`config.mk`:
```
export PLATFORM = sky130hd
export DESIGN_NAME = gpio_stream_capture
export DESIGN_NICKNAME = d
export VERILOG_FILES = /design/src/rtl/gpio_cap_pkg.sv /design/src/rtl/cap_sync_fifo.sv /design/src/rtl/gpio_stream_capture.sv
export SDC_FILE = /design/constraint.sdc
export NUM_CORES = 1
export LEC_CHECK = 0
export ABC_CLOCK_PERIOD_IN_PS = 6100
export BUFFER_PORTS_ARGS = -buffer_cell sky130_fd_sc_hd__buf_2
export CAP_MARGIN = 20
export CORE_MARGIN = 8
export CORE_UTILIZATION = 55
export CTS_BUF_LIST = sky130_fd_sc_hd__clkbuf_8
export DETAILED_ROUTE_END_ITERATION = 6
export GPL_TIMING_DRIVEN = 1
export PLACE_DENSITY = 0.85
export SYNTH_ARGS = -nofsm -noshare
export SYNTH_HDL_FRONTEND = slang
export SYNTH_HIERARCHICAL = 1
export SYNTH_SLANG_ARGS = --single-unit
```
`constraint.sdc`:
```
create_clock -name clk -period 6.1 [get_ports clk]
set_input_delay 0.915 -clock clk [delete_from_list [all_inputs] [get_ports clk]]
set_output_delay 0.915 -clock clk [all_outputs]
set_load 0.02 [all_outputs]
```
`src/rtl/gpio_cap_pkg.sv`:
```
// Shared types and helpers for the GPIO stream capture unit.
// Imported by the capture top and its FIFO.
package gpio_cap_pkg;

  typedef enum logic [1:0] {
    IDLE,
    CAPTURE,
    DRAIN,
    DONE
  } cap_state_t;

  function automatic int chan_w(input int n);
    return (n <= 1) ? 1 : $clog2(n);
  endfunction

endpackage

```
`src/rtl/cap_sync_fifo.sv`:
```
// Show-ahead synchronous FIFO.
// Accepts a push while full when a pop happens in the same cycle.
module cap_sync_fifo #(
  parameter int WIDTH = 8,
  parameter int DEPTH = 16
) (
  input  logic             clk,
  input  logic             rst,
  input  logic             push,
  input  logic [WIDTH-1:0] wdata,
  input  logic             pop,
  output logic [WIDTH-1:0] rdata,
  output logic             full,
  output logic             empty
);

  localparam int AW = $clog2(DEPTH);

  logic [AW:0]      wr_q, wr_d;
  logic [AW:0]      rd_q, rd_d;
  logic [WIDTH-1:0] mem_q [DEPTH];
  logic             do_push;
  logic             do_pop;

  assign empty   = (wr_q == rd_q);
  assign full    = (wr_q[AW] != rd_q[AW]) &&
                   (wr_q[AW-1:0] == rd_q[AW-1:0]);
  assign do_pop  = pop && !empty;
  assign do_push = push && (!full || do_pop);
  assign rdata   = mem_q[rd_q[AW-1:0]];

  always_comb begin
    wr_d = wr_q;
    rd_d = rd_q;
    if (do_push) wr_d = wr_q + (AW+1)'(1);
    if (do_pop)  rd_d = rd_q + (AW+1)'(1);
  end

  always_ff @(posedge clk) begin
    if (rst) begin
      wr_q <= '0;
      rd_q <= '0;
    end else begin
      wr_q <= wr_d;
      rd_q <= rd_d;
    end
  end

  always_ff @(posedge clk) begin
    if (do_push) mem_q[wr_q[AW-1:0]] <= wdata;
  end

endmodule

```
`src/rtl/gpio_stream_capture.sv`:
```
// Multi-channel GPIO write capture with round-robin arbitration,
// FIFO buffering and valid/ready streaming, stopping at a sample limit.
module gpio_stream_capture
  import gpio_cap_pkg::*;
#(
  parameter int DATA_W       = 8,
  parameter int CHANNELS     = 1,
  parameter int DEPTH        = 16,
  parameter int SAMPLE_LIMIT = 152100,
  parameter int CNT_W        = 18
) (
  input  logic                           clk,
  input  logic                           rst,
  input  logic                           arm,
  input  logic [CHANNELS*DATA_W-1:0]     gpio_data,
  input  logic [CHANNELS-1:0]            gpio_en,
  output logic [DATA_W-1:0]              out_data,
  output logic [chan_w(CHANNELS)-1:0]    out_chan,
  output logic                           out_valid,
  input  logic                           out_ready,
  output logic [CNT_W-1:0]               sample_count,
  output logic                           busy,
  output logic                           done,
  output logic                           overflow
);

  localparam int CW = chan_w(CHANNELS);

  typedef struct packed {
    logic [CW-1:0]     chan;
    logic [DATA_W-1:0] data;
  } cap_entry_t;

  cap_state_t  state_q, state_d;
  logic [CNT_W-1:0] cnt_q, cnt_d;
  logic        ovf_q, ovf_d;
  logic [CW-1:0] rr_q, rr_d;

  logic        win_vld;
  logic [CW-1:0] win;
  logic [DATA_W-1:0] win_data;
  logic        push, accept, pop, full, empty;
  cap_entry_t  wentry, rentry;

  // Two passes: channels at or after rr_q first, then the wrapped ones.
  always_comb begin
    win_vld  = 1'b0;
    win      = '0;
    win_data = '0;
    for (int c = 0; c < CHANNELS; c++) begin
      if (!win_vld && gpio_en[c] && CW'(c) >= rr_q) begin
        win_vld  = 1'b1;
        win      = CW'(c);
        win_data = gpio_data[c*DATA_W +: DATA_W];
      end
    end
    for (int c = 0; c < CHANNELS; c++) begin
      if (!win_vld && gpio_en[c] && CW'(c) < rr_q) begin
        win_vld  = 1'b1;
        win      = CW'(c);
        win_data = gpio_data[c*DATA_W +: DATA_W];
      end
    end
  end

  assign pop         = !empty && out_ready;
  assign push        = (state_q == CAPTURE) && win_vld;
  assign accept      = push && (!full || pop);
  assign wentry.chan = win;
  assign wentry.data = win_data;

  always_comb begin
    cnt_d = cnt_q;
    ovf_d = ovf_q;
    rr_d  = rr_q;
    if ((state_q == IDLE || state_q == DONE) && arm) begin
      cnt_d = '0;
      ovf_d = 1'b0;
    end
    if (push) begin
      rr_d = (win == CW'(CHANNELS-1)) ? '0 : win + CW'(1);
      if ($countones(gpio_en) > 1 || !accept) ovf_d = 1'b1;
      if (accept) cnt_d = cnt_q + CNT_W'(1);
    end
  end

  always_ff @(posedge clk) begin
    if (rst) begin
      state_q <= IDLE;
      cnt_q   <= '0;
      ovf_q   <= 1'b0;
      rr_q    <= '0;
    end else begin
      state_q <= state_d;
      cnt_q   <= cnt_d;
      ovf_q   <= ovf_d;
      rr_q    <= rr_d;
    end
  end

  always_comb begin
    state_d = state_q;
    unique case (state_q)
      IDLE, DONE: if (arm) state_d = CAPTURE;
      CAPTURE: begin
        if (accept && cnt_d == CNT_W'(SAMPLE_LIMIT)) state_d = DRAIN;
      end
      DRAIN: if (empty) state_d = DONE;
      default: state_d = IDLE;
    endcase
  end

  always_comb begin
    busy = (state_q == CAPTURE) || (state_q == DRAIN);
    done = (state_q == DONE);
  end

  cap_sync_fifo #(
    .WIDTH($bits(cap_entry_t)),
    .DEPTH(DEPTH)
  ) u_fifo (
    .clk  (clk),
    .rst  (rst),
    .push (accept),
    .wdata(wentry),
    .pop  (pop),
    .rdata(rentry),
    .full (full),
    .empty(empty)
  );

  // Outputs read as zero while nothing is buffered.
  assign out_valid    = !empty;
  assign out_data     = out_valid ? rentry.data : '0;
  assign out_chan     = out_valid ? rentry.chan : '0;
  assign sample_count = cnt_q;
  assign overflow     = ovf_q;

endmodule
```
Yosys cells after proc, flatten, opt, wreduce, memory -nomap -nowiden
Memory sizes are Yosys's and may differ from the RTL's. A register that Yosys moved wholly into a read port is not among the register bits. Cells that the tools add are included.

Muxes and demuxes: 18. Add/sub/neg operators: 3. Equal/unequal tests: 10. Reductions and logical operators: 17.

Operators by type and width (count): $mux 18 (3); $add 18x1->18 const B (1); $eq 18x18->1 const B (1); $mux 8 (2); $add 5x1->5 const B (2); $logic_and 1x1->1 (8); $mux 4 (2); $mux 1 (7); $mux 2 (3); $pmux 2 s3 (1); $eq 5x5->1 (1); $eq 2x2->1 const B (2); $eq 4x4->1 (1); $logic_or 1x1->1 (4); $ne 2x2->1 const B (2); $reduce_and 3->1 (1); $eq 2x1->1 const B (1); $logic_not 1->1 (2); $logic_not 2->1 (1); $ne 2x1->1 const B (1); $reduce_or 2->1 (1); $ne 1x1->1 (1).

Memories: 1. Register bits: 31. RAM bits: 128. Output and inout port bits: 31. Word-level logic and storage cells: 54. Input bits: 13.

Memories: u_fifo.mem_q (words 16, bits a word 8, rd ports 1, clocked after memory_dff 1, wr ports 1, RTL line cap_sync_fifo.sv:21) `logic [WIDTH-1:0] mem_q [DEPTH];`.

Depth between registers and ports, before layout
Word-level depth: 11. Gate-level depth with buffers: 14. Mapped depth without buffers: 11.

Cells and area by module
Netlist, hierarchy kept.

By module, submodules not included: cap_sync_fifo (times used 1, cells each 285, area an instance 6282.3 um^2, seq. area each 4604.4 um^2); gpio_stream_capture (times used 1, cells each 184, area an instance 1441.4 um^2, seq. area each 420.4 um^2).

Least setup slack after synthesis
OpenSTA, ideal clock, no wires.

Path type: flip-flop to flip-flop. From: register u_fifo.wr_q[2]. To: register state_q[1]. Slack: 3.088 ns. Data required time: 5.977 ns. Clock period less this slack: 3.012 ns. Path buffers: 2. Cell stages (with the launch flop): 13. Arrival: 2.889 ns. Library setup time: 0.123 ns. Cells stage by stage: dfxtp_1 > buf_2 > xnor2_1 > nand4_2 > nor2_1 > clkbuf_1 > inv_1 > o2bb2ai_1 > or3_4 > a2111oi_4 > nand4_1 > o31ai_2 > mux2_1.

Cells in the longest elaborated chain, start to end: 11. Elaborated cells on any way between the ends: 15. Classes of those cells: 5 x eq/ne; 2 x mux; 8 x reduce/logical.

RTL lines: from (decl) (RTL line cap_sync_fifo.sv:19) `logic [AW:0] wr_q, wr_d;`; from (signal assigned) (RTL line cap_sync_fifo.sv:44) `wr_q <= wr_d;`; $eq 5x5->1 (*) (RTL line cap_sync_fifo.sv:25) `assign empty = (wr_q == rd_q);`; via empty (RTL line gpio_stream_capture.sv:42) `logic push, accept, pop, full, empty;`; $logic_not 1->1 (*); via out_valid (RTL line gpio_stream_capture.sv:19) `output logic out_valid,`; $logic_and 1x1->1 (*) (RTL line gpio_stream_capture.sv:66) `assign pop = !empty && out_ready;`; $logic_or 1x1->1 (*) (RTL line gpio_stream_capture.sv:68) `assign accept = push && (!full || pop);`; $logic_and 1x1->1 (*) (RTL line gpio_stream_capture.sv:68); $mux 18 (RTL line gpio_stream_capture.sv:83) `if (accept) cnt_d = cnt_q + CNT_W'(1);`; $mux 18 (RTL line gpio_stream_capture.sv:80) `if (push) begin`; $eq 18x18->1 (RTL line gpio_stream_capture.sv:106) `if (accept && cnt_d == CNT_W'(SAMPLE_LIMIT)) state_d = DRAIN;`; $logic_and 1x1->1 (*) (RTL line gpio_stream_capture.sv:106); $ne 2x1->1 (no line) (*); $reduce_and 3->1 (no line) (*); to (signal assigned) (RTL line gpio_stream_capture.sv:94) `state_q <= state_d;`; to (decl) (RTL line gpio_stream_capture.sv:34) `cap_state_t state_q, state_d;`.

Mark *: on every way through the listed nets, which the timed path passes. The rest lies on a longest branch. A chain may end at the register's enable or synchronous reset.

Worst setup path after layout
From: register u_fifo.wr_q[2]. To: register state_q[1].

Cells in the longest elaborated chain, start to end: 11. Elaborated cells on any way between the ends: 15. Classes of those cells: 5 x eq/ne; 2 x mux; 8 x reduce/logical.

RTL lines (RTL line): $eq 5x5->1 (*) (cap_sync_fifo.sv:25); via empty (gpio_stream_capture.sv:42); $logic_not 1->1 (gpio_stream_capture.sv:66); $logic_and 1x1->1 (gpio_stream_capture.sv:66); $logic_or 1x1->1 (gpio_stream_capture.sv:68); $logic_and 1x1->1 (gpio_stream_capture.sv:68); $mux 18 (gpio_stream_capture.sv:83); $mux 18 (gpio_stream_capture.sv:80); $eq 18x18->1 (gpio_stream_capture.sv:106); $logic_and 1x1->1 (gpio_stream_capture.sv:106); $ne 2x1->1 (no line); $reduce_and 3->1 (no line) (*).

Marks and branches as above.

==> results.cfg <==
[global_routing]
grt_pass1_vias = 4428
grt_max_degree = 37
grt_overflow_total = 0
grt_usage = 0.175
antenna_found_initial = 0
grt_pass1_wl_um = 23700

[worst_setup_path]
r2r_start = u_fifo/wr_q[2]
start_kind = flip-flop
cp-end-kind = flip-flop
critical-path-top-delay-family = simple AND/OR/NAND/NOR gates
cp_slowest_cell = nor2_1
critPathArrivalTime_ns = 4.76
crit_type = flip-flop to flip-flop
cp_cell_sequence = xnor2_1, nand4_2, nor2_1, nand2b_1, a21o_1, clkinv_1, a31oi_1, a31o_2, nand4_1, o31ai_2, mux2_1
crit_buf_inv = 1
crit_start = u_fifo/wr_q[2]
cp_max_fo = 19
worstPathRequired_ns = 6.45
cpPeakStageDelay_ns = 0.77

[sta]
fmax_mhz = 227
finalSetupTns_ns = 0
finalClockSkew_ns = 0.0157
slew_violations = 0
fin_crit_ns = 4.41
setup_viol = 0
layout_setup_ws_ns = 1.69
tightest_slew_ns = 1.00
hold_violations = 0
rsz0062_at_grt = no
maxSlewHeadroom = 0.330
whs_ns = 0.484
post-route-period-util = 0.723

[logic_synthesis]
netlist_area_um2 = 7720
synth.distinct_cells = 55
synthSimpleGateAreaFrac = 0.0899
synth_top_area_frac = 0.560
synthCells = 469
synthMuxAreaShare = 0.151
yosys-top-cells-area = edfxtp_1 56%, dfxtp_1 9.1%, mux4_1 7.1%
synth_edf_count = 144
ys_ff_latch = 179
synth_top_family_by_area = multiplexers
synth_flop_cell = edfxtp_1
synth_xor_area_frac = 0.0193
yosysSeqAreaShare = 0.651
async_flop_share = 0
synth_compound_area_frac = 0.0491
synth_warnings = 6
netlist.top_cell.by_area = edfxtp_1
avgSynthCellArea_um2 = 16.5
yosys.cell_count.top_type = edfxtp_1
synth_common_cells = 144 x edfxtp_1, 36 x nor2_1, 35 x dfxtp_1
synthAdderAreaFrac = 0.0146

[detailed_routing]
dr.first_iter.drc_count = 371
postRouteAntennaNets = 0
wire_per_inst_um = 21.4
drc_errors = 0
wl_um = 15400
via_per_inst = 6.02
num_vias = 4327
drt-pass1-iter-count = 5

[power]
ir_drop_mv = 0.198
power.total_mw = 2.44
p_per_area_nw_per_um2 = 287
p_leak_nw = 2.92

[cts]
tritoncts = yes
postCtsSetupRepairBufs = 0
cts_made_buffers = 17
cts-resized-gates = 0
cts_root_buf = clkbuf_8
htree_levels = 4
cts_buffer_depth = 2
holdBufCountCts = 0
cts.sinks = 179
clk_pin_slew_worst_paths_ns = 0.10
clock_latency_ns = 0.46

[floorplanning]
ios = 44
dieArea_um2 = 18100
coreArea_um2 = 13800
rows = 43
start_util = 0.559
die_w_um = 135
dieHeight_um = 135

[final_layout]
nets = 548
stdcell_area_um2 = 8480
fin_util = 0.613
antenna_cells = 0
finalNonFillerCells = 719
drive_gt1_frac = 0.217
fill_cells = 1004
area_delta_synth_final_pct = 9.82

[status]
outcome = completed

[placement]
gp_congestion = 0.907
place_ws_ns = 1.78
place_inst = 687
numPortBuffers = 43
dp_hpwl_um = 10400
placed_area_um2 = 8090

[run]
drv_cap = 0

[hold_path]
hp-start = overflow
hold_class = flip-flop to flip-flop
power by group:
part / leakage, nW / internal (mW) / switching (mW) / total, mW
Combinational: 1.13 / 0.0984 / 0.196 / 0.294
Sequential: 1.60 / 1.34 / 0.0163 / 1.36
Clock: 0.185 / 0.366 / 0.422 / 0.787
cell families after synthesis:
logic type / after synthesis
and+or+nand+nor: 128
xor gates and xnor gates: 17
buffers and inverters: 33
adders and majority gates: 9
AOI/OAI and AO/OA: 50
muxes: 52
other: 1
DFF: 179
worst min-delay path, delay by kind of cell, from the launching register on:
kind               cells  cell delay (ns)
AOI/OAI and AO/OA      1             0.06
and+or+nand+nor        1             0.06
DFF                    1             0.33
layout by cell type (no fill, tap or decap), types with 13 or more instances in the layout:
cell type	instances
a21oi_1	13
and3_1	16
buf_2	43
clkbuf_8	17
conb_1	16
dfxtp_1	34
edfxtp_1	144
mux4_1	21
mux4_2	24
nor2_1	36
nor2b_1	17
sequential cells by signal, indices dropped and copies added, names as in the netlist, named ones only:
name          count
u_fifo/rd_q       5
sample_count     18
u_fifo/mem_q    144
state_q           2
overflow          1
u_fifo/wr_q       5
worst paths after layout:
kind                endpoint  slack, ns  cells past startpoint
setup / recovery  state_q[1]       1.69                     11
hold / removal      overflow       0.48                      2
setup reg to reg  state_q[1]       1.69                     11
hold reg to reg     overflow       0.48                      2
layer usage:
layer / routed length [µm] / global-route usage / up-vias
li1: - / - / 1956
met1: 6240 / 0.210 / 2192
met2: 8010 / 0.299 / 157
met3: 826 / 0.0319 / 22
met4: 331 / 0.0823 / 0
met5: 0 / 0 / -
layout make-up:
| class | instances | area (µm²) | share of cell area |
|---|---|---|---|
| clock buffers | 17 | 234 | 0.0276 |
| clock inverters | 15 | 160 | 0.0189 |
| inverters | 10 | 37.5 | 0.00443 |
| multi-input cells | 272 | 2560 | 0.302 |
| flip-flops and latches | 179 | 5030 | 0.593 |
| well taps | 180 | 225 | 0.0266 |
| repair buffers | 46 | 238 | 0.0280 |
Power figures use the tool's default switching activity.
